### config.mk
export PLATFORM = sky130hd
export DESIGN_NAME = rs_branch_ooo
export DESIGN_NICKNAME = d
export VERILOG_FILES = /design/src/rtl/rs_branch_ooo_pkg.sv /design/src/rtl/rs_branch_slot.sv /design/src/rtl/rs_branch_ooo.sv
export SDC_FILE = /design/constraint.sdc
export NUM_CORES = 2
export LEC_CHECK = 0
export BUFFER_PORTS_ARGS = -buffer_cell sky130_fd_sc_hd__clkbuf_2
export CORE_MARGIN = 10
export CORE_UTILIZATION = 30
export CTS_BUF_LIST = sky130_fd_sc_hd__clkbuf_4 sky130_fd_sc_hd__clkbuf_8
export DETAILED_ROUTE_END_ITERATION = 8
export SLEW_MARGIN = 20
export SYNTH_ARGS = -nofsm -noshare
export SYNTH_HDL_FRONTEND = slang
export SYNTH_SLANG_ARGS = --single-unit
### constraint.sdc
create_clock -name clk -period 9.7 [get_ports clk]
set_input_delay 1.94 -clock clk [delete_from_list [all_inputs] [get_ports clk]]
set_output_delay 1.94 -clock clk [all_outputs]
set_load 0.01 [all_outputs]
### src/rtl/rs_branch_ooo_pkg.sv
// Shared defaults for the parametrised branch reservation station.
// Latency: n/a (constants only).
// Backpressure: n/a.
package rs_branch_ooo_pkg;

    // Default geometry of the station; modules take these as parameter defaults.
    localparam int DEF_DEPTH   = 4;
    localparam int DEF_SEL_W   = 2;
    localparam int DEF_NUM_CDB = 2;
    localparam int DEF_DATA_W  = 32;
    localparam int DEF_ADDR_W  = 32;
    localparam int DEF_TAG_W   = 5;
    localparam int DEF_OP_W    = 6;

    // An all-zeros rename tag means the operand value is already present
    // (tagFree). Slots widen this to their own TAG_W.
    localparam logic TAG_FREE_BIT = 1'b0;

endpackage

### src/rtl/rs_branch_slot.sv
// One branch RS entry: holds op, operands, offset and PC; snoops every CDB channel.
// Latency: a broadcast captured at the edge ending its cycle; ready reflects same-cycle broadcasts.
// Backpressure: none of its own; parent drives load/clear, and rdy=0 freezes the entry.
module rs_branch_slot
    import rs_branch_ooo_pkg::*;
#(
    parameter int NUM_CDB = DEF_NUM_CDB,
    parameter int DATA_W  = DEF_DATA_W,
    parameter int ADDR_W  = DEF_ADDR_W,
    parameter int TAG_W   = DEF_TAG_W,
    parameter int OP_W    = DEF_OP_W
) (
    input  logic                      clk,
    input  logic                      rst,
    input  logic                      rdy,
    input  logic                      flush,
    input  logic                      load,
    input  logic                      clear,
    input  logic [OP_W-1:0]           in_op,
    input  logic [TAG_W-1:0]          in_tag1,
    input  logic [DATA_W-1:0]         in_data1,
    input  logic [TAG_W-1:0]          in_tag2,
    input  logic [DATA_W-1:0]         in_data2,
    input  logic [DATA_W-1:0]         in_offset,
    input  logic [ADDR_W-1:0]         in_pc,
    input  logic [NUM_CDB-1:0]        cdb_valid,
    input  logic [NUM_CDB*TAG_W-1:0]  cdb_tag,
    input  logic [NUM_CDB*DATA_W-1:0] cdb_data,
    output logic                      busy,
    output logic                      ready,
    output logic [OP_W-1:0]           out_op,
    output logic [DATA_W-1:0]         out_data1,
    output logic [DATA_W-1:0]         out_data2,
    output logic [DATA_W-1:0]         out_offset,
    output logic [ADDR_W-1:0]         out_pc
);

    localparam logic [TAG_W-1:0] TAG_FREE = {TAG_W{TAG_FREE_BIT}};

    logic              busy_q,   busy_d;
    logic [OP_W-1:0]   op_q,     op_d;
    logic [TAG_W-1:0]  tag1_q,   tag1_d;
    logic [DATA_W-1:0] data1_q,  data1_d;
    logic [TAG_W-1:0]  tag2_q,   tag2_d;
    logic [DATA_W-1:0] data2_q,  data2_d;
    logic [DATA_W-1:0] offset_q, offset_d;
    logic [ADDR_W-1:0] pc_q,     pc_d;

    logic [TAG_W-1:0]  nxt_tag1, nxt_tag2, ld_tag1, ld_tag2;
    logic [DATA_W-1:0] nxt_data1, nxt_data2, ld_data1, ld_data2;

    // Resolve one operand against all channels; scanning downwards lets the lowest channel win.
    function automatic logic [TAG_W+DATA_W-1:0] wake(
        input logic [TAG_W-1:0]          tag,
        input logic [DATA_W-1:0]         data,
        input logic [NUM_CDB-1:0]        vld,
        input logic [NUM_CDB*TAG_W-1:0]  tags,
        input logic [NUM_CDB*DATA_W-1:0] datas
    );
        logic [TAG_W-1:0]  t;
        logic [DATA_W-1:0] d;
        t = tag;
        d = data;
        for (int k = NUM_CDB - 1; k >= 0; k--) begin
            if (tag != TAG_FREE && vld[k] && tags[k*TAG_W +: TAG_W] == tag) begin
                t = TAG_FREE;
                d = datas[k*DATA_W +: DATA_W];
            end
        end
        return {t, d};
    endfunction

    // Wakeup of held operands and of the operands arriving with an allocation.
    always_comb begin
        {nxt_tag1, nxt_data1} = wake(tag1_q,   data1_q,  cdb_valid, cdb_tag, cdb_data);
        {nxt_tag2, nxt_data2} = wake(tag2_q,   data2_q,  cdb_valid, cdb_tag, cdb_data);
        {ld_tag1,  ld_data1}  = wake(in_tag1,  in_data1, cdb_valid, cdb_tag, cdb_data);
        {ld_tag2,  ld_data2}  = wake(in_tag2,  in_data2, cdb_valid, cdb_tag, cdb_data);
    end

    // Next entry state: flush beats load beats clear beats plain wakeup.
    always_comb begin
        busy_d   = busy_q;
        op_d     = op_q;
        tag1_d   = tag1_q;
        data1_d  = data1_q;
        tag2_d   = tag2_q;
        data2_d  = data2_q;
        offset_d = offset_q;
        pc_d     = pc_q;
        if (rdy) begin
            if (flush) begin
                busy_d = 1'b0;
            end else if (load) begin
                busy_d   = 1'b1;
                op_d     = in_op;
                tag1_d   = ld_tag1;
                data1_d  = ld_data1;
                tag2_d   = ld_tag2;
                data2_d  = ld_data2;
                offset_d = in_offset;
                pc_d     = in_pc;
            end else if (clear) begin
                busy_d = 1'b0;
            end else if (busy_q) begin
                tag1_d  = nxt_tag1;
                data1_d = nxt_data1;
                tag2_d  = nxt_tag2;
                data2_d = nxt_data2;
            end
        end
    end

    // Entry registers with synchronous active-low reset.
    always_ff @(posedge clk) begin
        if (!rst) begin
            busy_q   <= 1'b0;
            op_q     <= '0;
            tag1_q   <= '0;
            data1_q  <= '0;
            tag2_q   <= '0;
            data2_q  <= '0;
            offset_q <= '0;
            pc_q     <= '0;
        end else begin
            busy_q   <= busy_d;
            op_q     <= op_d;
            tag1_q   <= tag1_d;
            data1_q  <= data1_d;
            tag2_q   <= tag2_d;
            data2_q  <= data2_d;
            offset_q <= offset_d;
            pc_q     <= pc_d;
        end
    end

    assign busy       = busy_q;
    assign ready      = busy_q && nxt_tag1 == TAG_FREE && nxt_tag2 == TAG_FREE;
    assign out_op     = op_q;
    assign out_data1  = nxt_data1;
    assign out_data2  = nxt_data2;
    assign out_offset = offset_q;
    assign out_pc     = pc_q;

endmodule

### src/rtl/rs_branch_ooo.sv
// Branch reservation station: holds branch ops until operands arrive, issues oldest ready first.
// Latency: ready-at-alloc op issues 2 cycles later; last-operand CDB wakeup issues next cycle.
// Backpressure: full stops dispatch; issue register holds while issue_valid && !issue_ready.
module rs_branch_ooo
    import rs_branch_ooo_pkg::*;
#(
    parameter int DEPTH   = DEF_DEPTH,
    parameter int SEL_W   = DEF_SEL_W,
    parameter int NUM_CDB = DEF_NUM_CDB,
    parameter int DATA_W  = DEF_DATA_W,
    parameter int ADDR_W  = DEF_ADDR_W,
    parameter int TAG_W   = DEF_TAG_W,
    parameter int OP_W    = DEF_OP_W
) (
    input  logic                      clk,
    input  logic                      rst,
    input  logic                      rdy,
    input  logic                      flush,
    input  logic                      alloc_valid,
    input  logic [OP_W-1:0]           alloc_op,
    input  logic [TAG_W-1:0]          alloc_tag1,
    input  logic [TAG_W-1:0]          alloc_tag2,
    input  logic [DATA_W-1:0]         alloc_data1,
    input  logic [DATA_W-1:0]         alloc_data2,
    input  logic [DATA_W-1:0]         alloc_offset,
    input  logic [ADDR_W-1:0]         alloc_pc,
    output logic                      full,
    input  logic [NUM_CDB-1:0]        cdb_valid,
    input  logic [NUM_CDB*TAG_W-1:0]  cdb_tag,
    input  logic [NUM_CDB*DATA_W-1:0] cdb_data,
    output logic                      issue_valid,
    input  logic                      issue_ready,
    output logic [DATA_W-1:0]         issue_src1,
    output logic [DATA_W-1:0]         issue_src2,
    output logic [ADDR_W-1:0]         issue_pc,
    output logic [OP_W-1:0]           issue_op,
    output logic [DATA_W-1:0]         issue_offset
);

    logic [DEPTH-1:0]  busy, ready, load_vec, clear_vec, oldest_vec;
    logic [OP_W-1:0]   s_op     [DEPTH];
    logic [DATA_W-1:0] s_data1  [DEPTH];
    logic [DATA_W-1:0] s_data2  [DEPTH];
    logic [DATA_W-1:0] s_offset [DEPTH];
    logic [ADDR_W-1:0] s_pc     [DEPTH];

    // older_q[j][i] set means entry j was allocated before entry i.
    logic [DEPTH-1:0]  older_q [DEPTH];
    logic [DEPTH-1:0]  older_d [DEPTH];

    logic [SEL_W-1:0]  alloc_idx, sel_idx;
    logic              sel_hit, sel_en, alloc_fire, issue_fire;

    logic              issue_valid_q,  issue_valid_d;
    logic [DATA_W-1:0] issue_src1_q,   issue_src1_d;
    logic [DATA_W-1:0] issue_src2_q,   issue_src2_d;
    logic [ADDR_W-1:0] issue_pc_q,     issue_pc_d;
    logic [OP_W-1:0]   issue_op_q,     issue_op_d;
    logic [DATA_W-1:0] issue_offset_q, issue_offset_d;

    for (genvar g = 0; g < DEPTH; g++) begin : g_slot
        rs_branch_slot #(
            .NUM_CDB (NUM_CDB),
            .DATA_W  (DATA_W),
            .ADDR_W  (ADDR_W),
            .TAG_W   (TAG_W),
            .OP_W    (OP_W)
        ) u_slot (
            .clk        (clk),
            .rst        (rst),
            .rdy        (rdy),
            .flush      (flush),
            .load       (load_vec[g]),
            .clear      (clear_vec[g]),
            .in_op      (alloc_op),
            .in_tag1    (alloc_tag1),
            .in_data1   (alloc_data1),
            .in_tag2    (alloc_tag2),
            .in_data2   (alloc_data2),
            .in_offset  (alloc_offset),
            .in_pc      (alloc_pc),
            .cdb_valid  (cdb_valid),
            .cdb_tag    (cdb_tag),
            .cdb_data   (cdb_data),
            .busy       (busy[g]),
            .ready      (ready[g]),
            .out_op     (s_op[g]),
            .out_data1  (s_data1[g]),
            .out_data2  (s_data2[g]),
            .out_offset (s_offset[g]),
            .out_pc     (s_pc[g])
        );
    end

    // full comes from registered busy only, so a slot freed this cycle is reusable next cycle.
    assign full = &busy;

    // Lowest-index free slot and oldest ready slot, plus the per-slot load/clear strobes.
    always_comb begin
        alloc_idx = '0;
        for (int i = DEPTH - 1; i >= 0; i--) begin
            if (!busy[i]) alloc_idx = SEL_W'(i);
        end
        for (int i = 0; i < DEPTH; i++) begin
            oldest_vec[i] = ready[i];
            for (int j = 0; j < DEPTH; j++) begin
                if (ready[j] && older_q[j][i]) oldest_vec[i] = 1'b0;
            end
        end
        sel_idx = '0;
        for (int i = 0; i < DEPTH; i++) begin
            if (oldest_vec[i]) sel_idx = SEL_W'(i);
        end
        sel_hit    = |ready;
        sel_en     = !issue_valid_q || issue_ready;
        alloc_fire = rdy && !flush && alloc_valid && !full;
        issue_fire = rdy && !flush && sel_en && sel_hit;
        for (int i = 0; i < DEPTH; i++) begin
            load_vec[i]  = alloc_fire && alloc_idx == SEL_W'(i);
            clear_vec[i] = issue_fire && sel_idx == SEL_W'(i);
        end
    end

    // Age matrix: issued entry drops out first, then the new entry becomes younger than survivors.
    always_comb begin
        for (int i = 0; i < DEPTH; i++) older_d[i] = older_q[i];
        if (rdy) begin
            if (flush) begin
                for (int i = 0; i < DEPTH; i++) older_d[i] = '0;
            end else begin
                if (issue_fire) begin
                    older_d[sel_idx] = '0;
                    for (int j = 0; j < DEPTH; j++) older_d[j][sel_idx] = 1'b0;
                end
                if (alloc_fire) begin
                    for (int j = 0; j < DEPTH; j++) begin
                        older_d[j][alloc_idx] = (SEL_W'(j) != alloc_idx) && busy[j] && !clear_vec[j];
                    end
                    older_d[alloc_idx] = '0;
                end
            end
        end
    end

    // Issue register: loads the selected entry when empty or being accepted, otherwise holds.
    always_comb begin
        issue_valid_d  = issue_valid_q;
        issue_src1_d   = issue_src1_q;
        issue_src2_d   = issue_src2_q;
        issue_pc_d     = issue_pc_q;
        issue_op_d     = issue_op_q;
        issue_offset_d = issue_offset_q;
        if (rdy) begin
            if (flush) begin
                issue_valid_d  = 1'b0;
                issue_src1_d   = '0;
                issue_src2_d   = '0;
                issue_pc_d     = '0;
                issue_op_d     = '0;
                issue_offset_d = '0;
            end else if (sel_en) begin
                issue_valid_d = sel_hit;
                if (sel_hit) begin
                    issue_src1_d   = s_data1[sel_idx];
                    issue_src2_d   = s_data2[sel_idx];
                    issue_pc_d     = s_pc[sel_idx];
                    issue_op_d     = s_op[sel_idx];
                    issue_offset_d = s_offset[sel_idx];
                end
            end
        end
    end

    // Age matrix and issue register state with synchronous active-low reset.
    always_ff @(posedge clk) begin
        if (!rst) begin
            for (int i = 0; i < DEPTH; i++) older_q[i] <= '0;
            issue_valid_q  <= 1'b0;
            issue_src1_q   <= '0;
            issue_src2_q   <= '0;
            issue_pc_q     <= '0;
            issue_op_q     <= '0;
            issue_offset_q <= '0;
        end else begin
            for (int i = 0; i < DEPTH; i++) older_q[i] <= older_d[i];
            issue_valid_q  <= issue_valid_d;
            issue_src1_q   <= issue_src1_d;
            issue_src2_q   <= issue_src2_d;
            issue_pc_q     <= issue_pc_d;
            issue_op_q     <= issue_op_d;
            issue_offset_q <= issue_offset_d;
        end
    end

    assign issue_valid  = issue_valid_q;
    assign issue_src1   = issue_src1_q;
    assign issue_src2   = issue_src2_q;
    assign issue_pc     = issue_pc_q;
    assign issue_op     = issue_op_q;
    assign issue_offset = issue_offset_q;

endmodule
==> out/results.txt <==
post-synthesis async set-or-reset flop share: 0%
initial core utilization: 30.1%
CTS tree: done
worst path arrival time: 6.89 ns
Worst EP required: 10.43 ns
fraction of the mapped netlist area in simple logic gates: 19.0%
Setup Fix Bufs, Post-CTS: 0
leading cell type in the layout, fill and taps excluded: nand2_1
Post-Synthesis Cells: 5045
most frequent cells in the layout: 984 x nand2_1, 727 x dfxtp_1, 657 x a21oi_1
H-tree Lvls: 4
Synth Area in Adders: 0%
Worst-Skew Late Latency: 0.83 ns
syn avg cell area: 7.60 um2
worst-path maximum fanout: 61
CTS Buf Count: 133
R2R Setup Slk: 4.17 ns
Post-CTS Hold Buffers: 0
Final GP Congestion: 0.866
VDD IR-drop max: 0.122 mV
Reg2Reg Depth: 12
worst setup path start: cdb_tag[9]
CTS root buf: clkbuf_8
f_max: 0.162 GHz
Hold WS: 0.443 ns
Die W: 378 um
total power: 6650 uW
main combinational cell family by area after synthesis: compound AO/OA/AOI/OAI gates
num rows: 131
drt drc: 0
Final Non-Filler Cells: 6859
post-synthesis mux area share: 9.44%
status: finished clean
CP dominant cell by count: buf_4
Worst-path clk slew: 0.06 ns
PD cells: 152 nW/um2
drt total wl: 165 mm
Max-slew headroom: 17.6%
Placed Cells: 6622
post-CTS sizing: 0
Hold Violations, Final: 0
Synth Area in XOR/XNOR: 2.19%
largest net degree at the start of global routing: 227
critical path cell sequence: clkbuf_2, or3_1, a211oi_4, buf_4, a211o_1, a32oi_1, buf_4, and3_4, nor4_2, buf_4, buf_4, nand3_1, nand3b_1
Syn Nets: 5271
Detail Placement HPWL: 98.1 mm
count of different cell masters after synthesis: 73
Seq cells post-synth: 727
fin. max-slew vios: 0
clk sinks: 727
Die Ht: 378 um
max-cap viol count: 0
RSZ-0062 raised after global routing: no
min cycle time layout: 6.16 ns
Synth Area in Compound Gates: 25.2%
slew of the pin with the lowest slew margin: 1.24 ns
CP Launch Type: input pin
RR Startpoint: g_slot[1].u_slot.tag1_q[0]$_SDFFE_PN0P_
top_reg_cell synth: dfxtp_1
Total GRT Usage: 22.1%
number of synthesized flops with an enable pin: 0
setup TNS: 0 ns
Max Root-Sink Buffers: 3
Worst Setup End Kind: flop
Via density: 5.71
slowest cell on the critical path: buf_4
Seq/Total Area, Yosys: 37.9%
core area: 127000 um2
delay of the slowest critical-path stage: 0.72 ns
P&R area growth vs syn: 14.3%
First DRT Iteration DRCs: 4143
final net count: 5322
Leak Pwr: 0.0141 uW
reg2reg end: g_slot[1].u_slot.data2_q[31]$_SDFFE_PN0P_
die area: 143000 um2
critical path class: input pin to flop
routed vias: 39184
Hold/Removal Path Class: flop to flop
first-pass GRT wire length: 243 mm
share of layout cells above drive strength 1: 14.7%
gr ovfl total: 0
critical path capture point: issue_pc[13]$_SDFFE_PN0P_
fin crit share: 63.5%
Routed Antenna Nets: 0
vias in the first global route: 37316
final clock skew: 0.0430 ns
Core Util, Final: 34.4%
number of iterations in the first detailed-routing pass: 6
wire length per cell: 24.1 um
io pins: 362
I/O Buffers: 361
setup violators final: 0
antenna violations before repair: 21
Post-Syn Area: 38400 um2
yosys warns: 0
## metal layers
| layer | vias up | part of all wire [%] | track usage (%) |
|---|---|---|---|
| met4 | 28 | 3.7 | 8.94 |
| met1 | 18761 | 41 | 28.2 |
| li1 | 17882 | - | - |
| met3 | 452 | 11 | 6.28 |
| met2 | 2061 | 45 | 34.8 |
| met5 | - | 0.11 | 0 |
## how the worst min path moves through the flow
stage	from	endpoint	slack, ns	depth (start not counted)
floorplan	g_slot[0].u_slot.data1_q[0]$_SDFFE_PN0P_	g_slot[0].u_slot.data1_q[0]$_SDFFE_PN0P_	0.42	2
global placement	g_slot[0].u_slot.data2_q[26]$_SDFFE_PN0P_	g_slot[0].u_slot.data2_q[26]$_SDFFE_PN0P_	0.43	2
detailed placement	g_slot[0].u_slot.data2_q[20]$_SDFFE_PN0P_	g_slot[0].u_slot.data2_q[20]$_SDFFE_PN0P_	0.44	2
CTS	g_slot[0].u_slot.data2_q[20]$_SDFFE_PN0P_	g_slot[0].u_slot.data2_q[20]$_SDFFE_PN0P_	0.44	2
global route	g_slot[0].u_slot.data2_q[25]$_SDFFE_PN0P_	g_slot[0].u_slot.data2_q[25]$_SDFFE_PN0P_	0.46	2
finish	g_slot[0].u_slot.data1_q[13]$_SDFFE_PN0P_	g_slot[0].u_slot.data1_q[13]$_SDFFE_PN0P_	0.44	2
## cell type report
cell class	count	area, um2
clock inverters	23	231
clock buffers	207	2510
repair buffers	441	2440
inverters	76	293
multi-input cells	3717	21700
fillers	13470	83500
diodes	6	15.0
flip-flops and latches	727	14600
well taps	1662	2080
## kinds of logic after synthesis
family / after synthesis
flip-flops: 727
AO/OA/AOI/OAI: 1562
AND/OR/NAND/NOR: 1697
XOR/XNOR: 96
multiplexers: 362
buffers and inverters: 601
## flip-flops by register name (all words and copies together) (netlist names)
signal and flops:
older_q 12, g_slot.u_slot.busy 4, issue_src2 32, issue_pc 32, g_slot.u_slot.data2_q 128, g_slot.u_slot.out_offset 128, g_slot.u_slot.data1_q 128, g_slot.u_slot.out_pc 128
issue_offset 32, issue_src1 32, issue_op 6, g_slot.u_slot.tag1_q 20, issue_valid 1, g_slot.u_slot.out_op 24, g_slot.u_slot.tag2_q 20
## stage by stage
step,cell area (um2),setup slack (ns)
5_1_grt,43800,3.40
3_5_place_dp,41100,2.82
3_3_place_gp,41100,2.92
6_report,43900,3.54
2_1_floorplan,38400,4.78
4_1_cts,43800,3.69
## synthesized netlist by cell type, types with 10 or more instances
cell / count / share of area (%)
a21o_1: 40 / 0.78
or3_1: 10 / 0.16
a21oi_1: 659 / 8.6
a22oi_1: 107 / 2.1
o31ai_1: 25 / 0.49
buf_6: 11 / 0.32
dfxtp_1: 727 / 38
a211oi_1: 21 / 0.41
o22a_1: 11 / 0.25
nand3_1: 232 / 3.0
nor4_1: 19 / 0.31
buf_1: 70 / 0.68
o2bb2ai_1: 10 / 0.23
xor2_1: 40 / 0.91
o221ai_1: 66 / 1.5
a211oi_2: 31 / 1.0
nor2_1: 260 / 2.5
nand2_1: 985 / 9.6
buf_2: 47 / 0.61
o21ai_0: 381 / 5.0
nor3_1: 47 / 0.61
clkbuf_1: 396 / 3.9
and2_1: 12 / 0.20
inv_1: 76 / 0.74
mux2i_1: 362 / 9.4
o211a_1: 17 / 0.44
a32o_1: 39 / 1.0
nor3b_1: 31 / 0.61
xnor2_1: 56 / 1.3
o211ai_1: 46 / 0.90
a221o_1: 17 / 0.44
nand3b_1: 34 / 0.67
nand4_1: 20 / 0.33
o22ai_1: 19 / 0.31
## report_power, final
| group | switching (uW) | internal [uW] | total (uW) | leakage, uW |
|---|---|---|---|---|
| clock | 1390 | 1720 | 3120 | 0.00145 |
| combinational | 357 | 136 | 493 | 0.00681 |
| sequential | 18.3 | 3020 | 3040 | 0.00587 |
| total | 1770 | 4880 | 6650 | 0.0141 |
## critical path: cells and delay by family
family | cells | cell delay [ns]
buffers and inverters | 5 | 2.31
and+or+nand+nor | 5 | 1.79
AOI/OAI and AO/OA | 3 | 0.63
No activity file was read; power rests on OpenSTA's default activity.
